**src/rtl/memory_arbiter_rr_if.sv**
```systemverilog
// -----------------------------------------------------------------------------
// memory_arbiter_rr_if
//   Bundles the per-core cache request/response signals and the single RAM port
//   handled by memory_arbiter_rr.
//
//   slave  : the arbiter's view. It takes cache requests and RAM status/data,
//            and drives the wait bits, the read-data broadcast and the RAM strobes.
//   master : the view of the environment (caches + RAM model, or a testbench).
//
//   Per-core vectors are packed with core c at [c*W +: W].
// -----------------------------------------------------------------------------
interface memory_arbiter_rr_if #(
    parameter int CPUS   = 2,
    parameter int ADDR_W = 32,
    parameter int WORD_W = 32
);
    // cache side
    logic [CPUS-1:0]        iREN;
    logic [CPUS-1:0]        dREN;
    logic [CPUS-1:0]        dWEN;
    logic [CPUS*ADDR_W-1:0] iaddr;
    logic [CPUS*ADDR_W-1:0] daddr;
    logic [CPUS*WORD_W-1:0] dstore;
    logic [CPUS-1:0]        iwait;
    logic [CPUS-1:0]        dwait;
    logic [CPUS*WORD_W-1:0] iload;
    logic [CPUS*WORD_W-1:0] dload;

    // RAM side
    logic [1:0]             ramstate;
    logic [WORD_W-1:0]      ramload;
    logic [ADDR_W-1:0]      ramaddr;
    logic [WORD_W-1:0]      ramstore;
    logic                   ramREN;
    logic                   ramWEN;

    modport slave (
        input  iREN, dREN, dWEN, iaddr, daddr, dstore, ramstate, ramload,
        output iwait, dwait, iload, dload, ramaddr, ramstore, ramREN, ramWEN
    );

    modport master (
        output iREN, dREN, dWEN, iaddr, daddr, dstore, ramstate, ramload,
        input  iwait, dwait, iload, dload, ramaddr, ramstore, ramREN, ramWEN
    );
endinterface

```
**src/rtl/memory_arbiter_rr.sv**
```systemverilog
// -----------------------------------------------------------------------------
// memory_arbiter_rr
//   Round-robin arbiter placing CPUS cores (one I-port and one D-port each) onto
//   a single RAM port. D requests outrank I requests; within each class the
//   winner is the first requester at or after that class's pointer. A grant is
//   held until RAM reports ACCESS (transfer done) or the granted request drops.
//
// Ports
//   CLK      in   rising-edge clock
//   nRST     in   asynchronous active-low reset
//   bus      slave modport of memory_arbiter_rr_if:
//              iREN/dREN/dWEN, iaddr/daddr/dstore   per-core requests (in)
//              iwait/dwait                          0 = transfer completes now (out)
//              iload/dload                          ramload broadcast (out)
//              ramstate/ramload                     RAM status and read data (in)
//              ramaddr/ramstore/ramREN/ramWEN       RAM request (out)
//
// The interface instance must be built with the same CPUS/ADDR_W/WORD_W values.
// -----------------------------------------------------------------------------
module memory_arbiter_rr #(
    parameter int CPUS   = 2,
    parameter int ADDR_W = 32,
    parameter int WORD_W = 32
) (
    input  logic                  CLK,
    input  logic                  nRST,
    memory_arbiter_rr_if.slave    bus
);

    localparam int PTR_W = (CPUS > 1) ? $clog2(CPUS) : 1;

    localparam logic [1:0] RAM_FREE   = 2'd0;
    localparam logic [1:0] RAM_BUSY   = 2'd1;
    localparam logic [1:0] RAM_ACCESS = 2'd2;
    localparam logic [1:0] RAM_ERROR  = 2'd3;

    typedef enum logic [0:0] {
        IDLE  = 1'b0,
        GRANT = 1'b1
    } state_t;

    // -------------------------------------------------------------------------
    // State
    // -------------------------------------------------------------------------
    state_t              state_q,    state_d;
    logic [PTR_W-1:0]    sel_core_q, sel_core_d;
    logic                sel_is_d_q, sel_is_d_d;
    logic [PTR_W-1:0]    d_ptr_q,    d_ptr_d;
    logic [PTR_W-1:0]    i_ptr_q,    i_ptr_d;

    // -------------------------------------------------------------------------
    // Helpers
    // -------------------------------------------------------------------------

    // Returns {found, index} of the first set bit of req at or after ptr,
    // wrapping around to core 0. The second pass covers the wrapped part.
    function automatic logic [PTR_W:0] rr_pick(
        input logic [CPUS-1:0]  req,
        input logic [PTR_W-1:0] ptr
    );
        logic             found;
        logic [PTR_W-1:0] idx;
        found = 1'b0;
        idx   = '0;
        for (int c = 0; c < CPUS; c++) begin
            if (!found && req[c] && (PTR_W'(c) >= ptr)) begin
                found = 1'b1;
                idx   = PTR_W'(c);
            end
        end
        for (int c = 0; c < CPUS; c++) begin
            if (!found && req[c]) begin
                found = 1'b1;
                idx   = PTR_W'(c);
            end
        end
        return {found, idx};
    endfunction

    // (core + 1) mod CPUS without a divider.
    function automatic logic [PTR_W-1:0] ptr_after(input logic [PTR_W-1:0] core);
        if (core == PTR_W'(CPUS - 1)) begin
            return '0;
        end
        return core + PTR_W'(1);
    endfunction

    // -------------------------------------------------------------------------
    // Live view of the granted core's request signals
    // -------------------------------------------------------------------------
    logic              g_iren;
    logic              g_dren;
    logic              g_dwen;
    logic [ADDR_W-1:0] g_iaddr;
    logic [ADDR_W-1:0] g_daddr;
    logic [WORD_W-1:0] g_dstore;

    always_comb begin
        g_iren   = 1'b0;
        g_dren   = 1'b0;
        g_dwen   = 1'b0;
        g_iaddr  = '0;
        g_daddr  = '0;
        g_dstore = '0;
        for (int c = 0; c < CPUS; c++) begin
            if (PTR_W'(c) == sel_core_q) begin
                g_iren   = bus.iREN[c];
                g_dren   = bus.dREN[c];
                g_dwen   = bus.dWEN[c];
                g_iaddr  = bus.iaddr[c*ADDR_W +: ADDR_W];
                g_daddr  = bus.daddr[c*ADDR_W +: ADDR_W];
                g_dstore = bus.dstore[c*WORD_W +: WORD_W];
            end
        end
    end

    // The grant is only alive while the granted port still asks for it; when it
    // drops, the strobes fall in the same cycle and the FSM aborts.
    logic req_live;
    logic ack;

    assign req_live = sel_is_d_q ? (g_dren | g_dwen) : g_iren;
    assign ack      = (state_q == GRANT) && req_live && (bus.ramstate == RAM_ACCESS);

    // -------------------------------------------------------------------------
    // RAM port and wait bits
    // -------------------------------------------------------------------------
    logic [ADDR_W-1:0] ramaddr_o;
    logic [WORD_W-1:0] ramstore_o;
    logic              ramren_o;
    logic              ramwen_o;
    logic [CPUS-1:0]   iwait_o;
    logic [CPUS-1:0]   dwait_o;

    always_comb begin
        ramaddr_o  = '0;
        ramstore_o = '0;
        ramren_o   = 1'b0;
        ramwen_o   = 1'b0;
        iwait_o    = '1;
        dwait_o    = '1;
        if (state_q == GRANT) begin
            if (sel_is_d_q) begin
                ramaddr_o  = g_daddr;
                ramstore_o = g_dstore;
                // A write wins over a read on the same core, so the two RAM
                // strobes are mutually exclusive.
                ramwen_o   = g_dwen;
                ramren_o   = g_dren & ~g_dwen;
            end else begin
                ramaddr_o  = g_iaddr;
                ramren_o   = g_iren;
            end
            // Only ACCESS completes a transfer; FREE, BUSY and ERROR all stall.
            if (ack) begin
                for (int c = 0; c < CPUS; c++) begin
                    if (PTR_W'(c) == sel_core_q) begin
                        if (sel_is_d_q) begin
                            dwait_o[c] = 1'b0;
                        end else begin
                            iwait_o[c] = 1'b0;
                        end
                    end
                end
            end
        end
    end

    assign bus.ramaddr  = ramaddr_o;
    assign bus.ramstore = ramstore_o;
    assign bus.ramREN   = ramren_o;
    assign bus.ramWEN   = ramwen_o;
    assign bus.iwait    = iwait_o;
    assign bus.dwait    = dwait_o;
    assign bus.iload    = {CPUS{bus.ramload}};
    assign bus.dload    = {CPUS{bus.ramload}};

    // -------------------------------------------------------------------------
    // Next-state logic
    // -------------------------------------------------------------------------
    logic [CPUS-1:0] d_req;
    logic [PTR_W:0]  d_pick;
    logic [PTR_W:0]  i_pick;

    assign d_req  = bus.dREN | bus.dWEN;
    assign d_pick = rr_pick(d_req, d_ptr_q);
    assign i_pick = rr_pick(bus.iREN, i_ptr_q);

    always_comb begin
        state_d    = state_q;
        sel_core_d = sel_core_q;
        sel_is_d_d = sel_is_d_q;
        d_ptr_d    = d_ptr_q;
        i_ptr_d    = i_ptr_q;
        case (state_q)
            IDLE: begin
                // Arbitration happens only here; arrivals during GRANT wait.
                if (d_pick[PTR_W]) begin
                    sel_core_d = d_pick[PTR_W-1:0];
                    sel_is_d_d = 1'b1;
                    state_d    = GRANT;
                end else if (i_pick[PTR_W]) begin
                    sel_core_d = i_pick[PTR_W-1:0];
                    sel_is_d_d = 1'b0;
                    state_d    = GRANT;
                end
            end
            GRANT: begin
                if (!req_live) begin
                    // Abort: pointer stays, so the same core keeps its turn.
                    state_d = IDLE;
                end else if (ack) begin
                    state_d = IDLE;
                    if (sel_is_d_q) begin
                        d_ptr_d = ptr_after(sel_core_q);
                    end else begin
                        i_ptr_d = ptr_after(sel_core_q);
                    end
                end
            end
            default: state_d = IDLE;
        endcase
    end

    // -------------------------------------------------------------------------
    // State registers
    // -------------------------------------------------------------------------
    always_ff @(posedge CLK or negedge nRST) begin
        if (!nRST) begin
            state_q    <= IDLE;
            sel_core_q <= '0;
            sel_is_d_q <= 1'b0;
            d_ptr_q    <= '0;
            i_ptr_q    <= '0;
        end else begin
            state_q    <= state_d;
            sel_core_q <= sel_core_d;
            sel_is_d_q <= sel_is_d_d;
            d_ptr_q    <= d_ptr_d;
            i_ptr_q    <= i_ptr_d;
        end
    end

endmodule

```
**src/flat_wrapper.sv**
```systemverilog
// flat-port wrapper written by rule: the top's interface ports become plain ports
module memory_arbiter_rr_flat 
#(
    parameter int CPUS   = 2,
    parameter int ADDR_W = 32,
    parameter int WORD_W = 32
)
  (CLK, nRST, bus_iREN, bus_dREN, bus_dWEN, bus_iaddr, bus_daddr, bus_dstore, bus_ramstate, bus_ramload, bus_iwait, bus_dwait, bus_iload, bus_dload, bus_ramaddr, bus_ramstore, bus_ramREN, bus_ramWEN);
  memory_arbiter_rr_if #(.CPUS(CPUS), .ADDR_W(ADDR_W), .WORD_W(WORD_W)) bus_i ();
  input  logic CLK;
  input  logic nRST;
  input wire logic [$bits(bus_i.iREN)-1:0] bus_iREN;
  input wire logic [$bits(bus_i.dREN)-1:0] bus_dREN;
  input wire logic [$bits(bus_i.dWEN)-1:0] bus_dWEN;
  input wire logic [$bits(bus_i.iaddr)-1:0] bus_iaddr;
  input wire logic [$bits(bus_i.daddr)-1:0] bus_daddr;
  input wire logic [$bits(bus_i.dstore)-1:0] bus_dstore;
  input wire logic [$bits(bus_i.ramstate)-1:0] bus_ramstate;
  input wire logic [$bits(bus_i.ramload)-1:0] bus_ramload;
  output wire logic [$bits(bus_i.iwait)-1:0] bus_iwait;
  output wire logic [$bits(bus_i.dwait)-1:0] bus_dwait;
  output wire logic [$bits(bus_i.iload)-1:0] bus_iload;
  output wire logic [$bits(bus_i.dload)-1:0] bus_dload;
  output wire logic [$bits(bus_i.ramaddr)-1:0] bus_ramaddr;
  output wire logic [$bits(bus_i.ramstore)-1:0] bus_ramstore;
  output wire logic [$bits(bus_i.ramREN)-1:0] bus_ramREN;
  output wire logic [$bits(bus_i.ramWEN)-1:0] bus_ramWEN;
  assign bus_i.iREN = bus_iREN;
  assign bus_i.dREN = bus_dREN;
  assign bus_i.dWEN = bus_dWEN;
  assign bus_i.iaddr = bus_iaddr;
  assign bus_i.daddr = bus_daddr;
  assign bus_i.dstore = bus_dstore;
  assign bus_i.ramstate = bus_ramstate;
  assign bus_i.ramload = bus_ramload;
  assign bus_iwait = bus_i.iwait;
  assign bus_dwait = bus_i.dwait;
  assign bus_iload = bus_i.iload;
  assign bus_dload = bus_i.dload;
  assign bus_ramaddr = bus_i.ramaddr;
  assign bus_ramstore = bus_i.ramstore;
  assign bus_ramREN = bus_i.ramREN;
  assign bus_ramWEN = bus_i.ramWEN;
  memory_arbiter_rr #(.CPUS(CPUS), .ADDR_W(ADDR_W), .WORD_W(WORD_W)) u_core (.CLK(CLK), .nRST(nRST), .bus(bus_i));
endmodule
```
**config.mk**
```make
export PLATFORM = sky130hd
export DESIGN_NAME = memory_arbiter_rr_flat
export DESIGN_NICKNAME = d
export VERILOG_FILES = /design/src/rtl/memory_arbiter_rr_if.sv /design/src/rtl/memory_arbiter_rr.sv /design/src/flat_wrapper.sv
export SDC_FILE = /design/constraint.sdc
export NUM_CORES = 1
export LEC_CHECK = 0
export BUFFER_PORTS_ARGS = -buffer_cell sky130_fd_sc_hd__buf_2
export CORE_AREA = 2 2 166 168
export CTS_CLUSTER_DIAMETER = 60
export DETAILED_ROUTE_END_ITERATION = 8
export DIE_AREA = 0 0 168 170
export PLACE_DENSITY = 0.38
export SLEW_MARGIN = 15
export SYNTH_ARGS = -nofsm -noshare
export SYNTH_HDL_FRONTEND = slang
export SYNTH_SLANG_ARGS = --single-unit
```
**constraint.sdc**
```tcl
create_clock -name CLK -period 2.9 [get_ports CLK]
set_clock_uncertainty 0.1 [all_clocks]
set_input_delay 0.87 -clock CLK [delete_from_list [all_inputs] [get_ports CLK]]
set_output_delay 0.87 -clock CLK [all_outputs]
set_load 0.03 [all_outputs]
```
-- Yosys cells after proc, flatten, opt, wreduce, memory -nomap -nowiden
Index checks and enable logic that the tools add are counted.
- word-level logic and storage cells: 99
- bits in registers: 5
- input port bits: 234
- output and inout bits: 198
- reductions and logical operators: 22
- equal/unequal tests: 1
- mux-type cells: 60
- bitwise operators: 6
- order comparisons: 4
- $add $sub $neg: 1
- operator list (operator ; count):
    two-way mux 32 bit ; 7
    two-way mux 1 bit ; 48
    logical AND 1 bit ; 12
    two-way mux 2 bit ; 4
    AND reduction 4 bit ; 2
    logical NOT 1 bit ; 6
    >= comparator 1 bit, first input constant ; 4
    NOT 1 bit ; 3
    equality test 2 bit, second input constant ; 1
    bitwise OR 2 bit ; 1
    case mux 1 bit (2 select lines) ; 1
    AND reduction 2 bit ; 1
    nonzero test 2 bit ; 1
    adder 1 bit, second input constant ; 1
    AND 1 bit ; 1
    bitwise OR 1 bit ; 1

-- Depth between registers and ports, before layout
- word-level depth: 16
- depth in mapped cells: 6
- depth with buffers taken out: 3

-- Least setup slack after synthesis
OpenSTA, ideal clock, no wires.
- path type: input -> output
- start point: input port bus_dWEN[1]
- end point: output port bus_ramREN
- cell stages on the path: 3
- buffers on the path: 0
- setup slack: 0.294 ns
- arrival time: 1.636 ns
- data required time: 1.930 ns
- path through: mux2i_1 nand2_1 o22ai_1
- cells in the longest elaborated chain, start to end: 5
- RTL lines (element ; line ; source):
    start, declared ; flat_wrapper.sv:14 ; input wire logic [$bits(bus_i.dWEN)-1:0] bus_dWEN;
    two-way mux 1 bit ; memory_arbiter_rr.sv:106 ; if (PTR_W'(c) == sel_core_q) begin
    NOT 1 bit ; memory_arbiter_rr.sv:149 ; ramren_o = g_dren & ~g_dwen;
    AND 1 bit ; memory_arbiter_rr.sv:149 ;
    two-way mux 1 bit ; memory_arbiter_rr.sv:143 ; if (sel_is_d_q) begin
    two-way mux 1 bit ; memory_arbiter_rr.sv:142 ; if (state_q == GRANT) begin
    end, declared ; flat_wrapper.sv:26 ; output wire logic [$bits(bus_i.ramREN)-1:0] bus_ramREN;
No other way between the ends.

-- Worst setup path in the final report
- start point: input port bus_ramstate[0]
- end point: output port bus_iwait[1]
- cells in the longest elaborated chain, start to end: 4
- RTL lines (element ; line ; source):
    start, declared ; flat_wrapper.sv:18 ; input wire logic [$bits(bus_i.ramstate)-1:0] bus_ramstate;
    equality test 2 bit ; memory_arbiter_rr.sv:123 ; assign ack = (state_q == GRANT) && req_live && (bus.ramstate == RAM_ACCESS);
    logical AND 1 bit ; memory_arbiter_rr.sv:123 ;
    two-way mux 2 bit ; memory_arbiter_rr.sv:155 ; if (ack) begin
    two-way mux 2 bit ; memory_arbiter_rr.sv:142 ;
    end, declared ; flat_wrapper.sv:20 ; output wire logic [$bits(bus_i.iwait)-1:0] bus_iwait;
No other way between the ends.

==> impl_metrics.ini <==
[outcome]
status = finished, final reports clean

[global_routing]
overflow = 0
grt_pass1_wl_mm = 15.6
grt_pass1_vias = 2721
grtUsageMet1 = 0.0616
grt_use_met3 = 0.0181
top_usage_layer = met2
grt_antenna_before_repair = 2
grt_max_degree = 34
grt_usage = 0.0724
grt_use_met2 = 0.152

[placement]
detailed_place_hpwl_mm = 10.0
portBuffers = 271
gp_congestion = 0.690
dpl_cell_area_um2 = 3700

[layout]
area_delta_synth_final_pct = 33.7
fill_cells = 3034
fin_nets = 700
fin_area_um2 = 3810
final_util = 0.143
layout_common_cells = buf_2, nor2_1, mux2i_1
final_layout_size_suffix_gt1_frac = 0.705
layout_commonest_cell = buf_2

[critical_path]
cp_common_cell = buf_2
cp-end-kind = output port
regToRegSetupSlack_ns = 1.04
arrival_ns = 1.85
crit_path_start_kind = primary input
path_cells = buf_2 > nand2b_1 > nor4_4 > buf_4 > nand2_1 > buf_2
crit_slowest_cell = nand2b_1
cpPeakStageDelay_ns = 0.24
crit_type = in -> out
critical_path.max_fanout = 3
worstPathRequired_ns = 1.93

[synthesis]
synth_seq_cells = 5
synth_cell_types = 30
synth_area_um2 = 2850
ys_seq_area_frac = 0.0439
synth_fp_nets = 552
postSynthCellCount = 318
yosysWarnings = 0
syn_avg_cell_area_um2 = 8.96

[timing]
finalCritPeriodShare = 0.971
clock.fmax_ghz = 0.355
timing.hold.ws_ns = 0.367
maxSlewHeadroom = 0.780
rsz0062_at_grt = true
finalMaxSlewViolations = 0
setup_violations = 0
finalCriticalPeriod_ns = 2.82
hold_viol = 0
tightest_slew_ns = 0.327

[floorplanning]
initial_core_util = 0.107
die_x_um = 168
rows = 60
core_area_um2 = 26700
dieHeight_um = 170
fp.dieArea_um2 = 28600
pin_count = 432

[cts]
cts_buffers = 3
clock_tree.buffer_depth = 2
clockRootBuffer = clkbuf_16
cts_htree_levels = 1
cts_tree = built
clock_latency_ns = 0.22
clk_pin_slew_ns = 0.03
cts.sink_count = 5

[hold_path]
hold_path_class = in -> async

[drt]
drt_iter0_markers = 40
via_per_inst = 3.41
dr_total_vias = 2750
wl_per_cell_um = 14.2
ant_nets = 0
firstDrtPassIters = 4
route.detailed.drc = 0
finalWirelength_mm = 11.5

[power]
leakagePower_nw = 2.03
ir_worst_vdd_mv = 0.265
p_per_area_nw_per_um2 = 937

[job]
max_cap_viol_count = 0
per-stage QoR:
step	total power [mW]	setup TNS, ns	worst slack [ns]	cells
2_1_floorplan	2.75	0	0.294	318
3_3_place_gp	3.41	0	0.0646	798
3_5_place_dp	3.40	0	0.0651	798
4_1_cts	3.64	0	0.00171	802
5_1_grt	3.82	-0.00116	-0.00116	806
6_report	3.57	0	0.0844	807
state kept, by name (all words and copies together) (netlist names):
register / count
u_core.sel_core_q: 1
u_core.d_ptr_q: 1
u_core.i_ptr_q: 1
u_core.state_q: 1
u_core.sel_is_d_q: 1
Yosys cell counts:
master | number | area (um^2)
nor3_1 | 1 | 5.00
and2_1 | 32 | 200
nor4_4 | 1 | 21.3
buf_1 | 1 | 3.75
a32o_1 | 1 | 10.0
buf_2 | 5 | 25.0
nand2_1 | 3 | 11.3
mux2_2 | 2 | 22.5
or2_2 | 1 | 6.26
buf_12 | 1 | 20.0
nor2b_1 | 1 | 6.26
nor4_1 | 2 | 12.5
buf_4 | 134 | 1010
nand3_1 | 1 | 5.00
mux4_1 | 4 | 105
o32ai_1 | 1 | 8.76
o22ai_1 | 2 | 12.5
nor3b_1 | 1 | 7.51
clkbuf_1 | 5 | 18.8
dfrtp_1 | 5 | 125
a211o_1 | 2 | 17.5
nand2b_1 | 4 | 25.0
nor2_1 | 36 | 135
mux4_2 | 28 | 631
a21oi_1 | 1 | 5.00
mux2i_1 | 35 | 350
buf_6 | 2 | 22.5
a21o_1 | 1 | 7.51
inv_1 | 4 | 15.0
o21bai_1 | 1 | 7.51
kinds of logic after synthesis:
family | share of synthesized area
buffers and inverters | 0.390
and+or+nand+nor | 0.153
muxes | 0.389
AOI/OAI and AO/OA | 0.0242
DFF | 0.0439
report_power, final:
group	internal, mW	switching [mW]	total, mW
clock	0.182	0.0454	0.228
combinational	1.27	1.90	3.16
sequential	0.110	0.0708	0.180
path summary, 6_finish.rpt:
check / startpoint / endpoint / cells past startpoint
setup / recovery: bus_ramstate[0] / bus_iwait[1] / 6
hold / removal: nRST / u_core.i_ptr_q / 1
setup reg to reg: u_core.sel_core_q / u_core.d_ptr_q / 5
hold reg to reg: u_core.d_ptr_q / u_core.d_ptr_q / 1
max in group asynchronous: nRST / u_core.sel_core_q / 1
min in group CLK: u_core.d_ptr_q / u_core.d_ptr_q / 1
layer usage:
layer  vias to the layer above  part of all wire  routed length, um
met4                         2             0.042                478
met5                         -            0.0010                 12
met2                       208              0.54               6230
met3                        46              0.11               1220
li1                       1264                 -                  -
met1                      1230              0.31               3550
critical path, delay by kind of cell:
| kind | cells | cell delay, ns |
|---|---|---|
| and+or+nand+nor | 3 | 0.53 |
| buffers and inverters | 3 | 0.44 |
cell type report:
cell class | count | area [um^2] | area share
Multi-Input combinational cell | 161 | 1610 | 0.423
Timing Repair Buffer | 291 | 1540 | 0.405
Tap cell | 341 | 427 | 0.112
Sequential cell | 5 | 130 | 0.0342
Clock buffer | 4 | 78.8 | 0.0207
Inverter | 4 | 15.0 | 0.00394
Antenna cell | 1 | 2.50 | 0.000657
timing repair:
item	4_1_cts	5_1_grt
resized for setup	0	0
hold buffers	0	0
setup endpoints to repair	0	19
buffers inserted	0	4
hold endpoints to repair	0	0
Power figures use the tool's default switching activity.
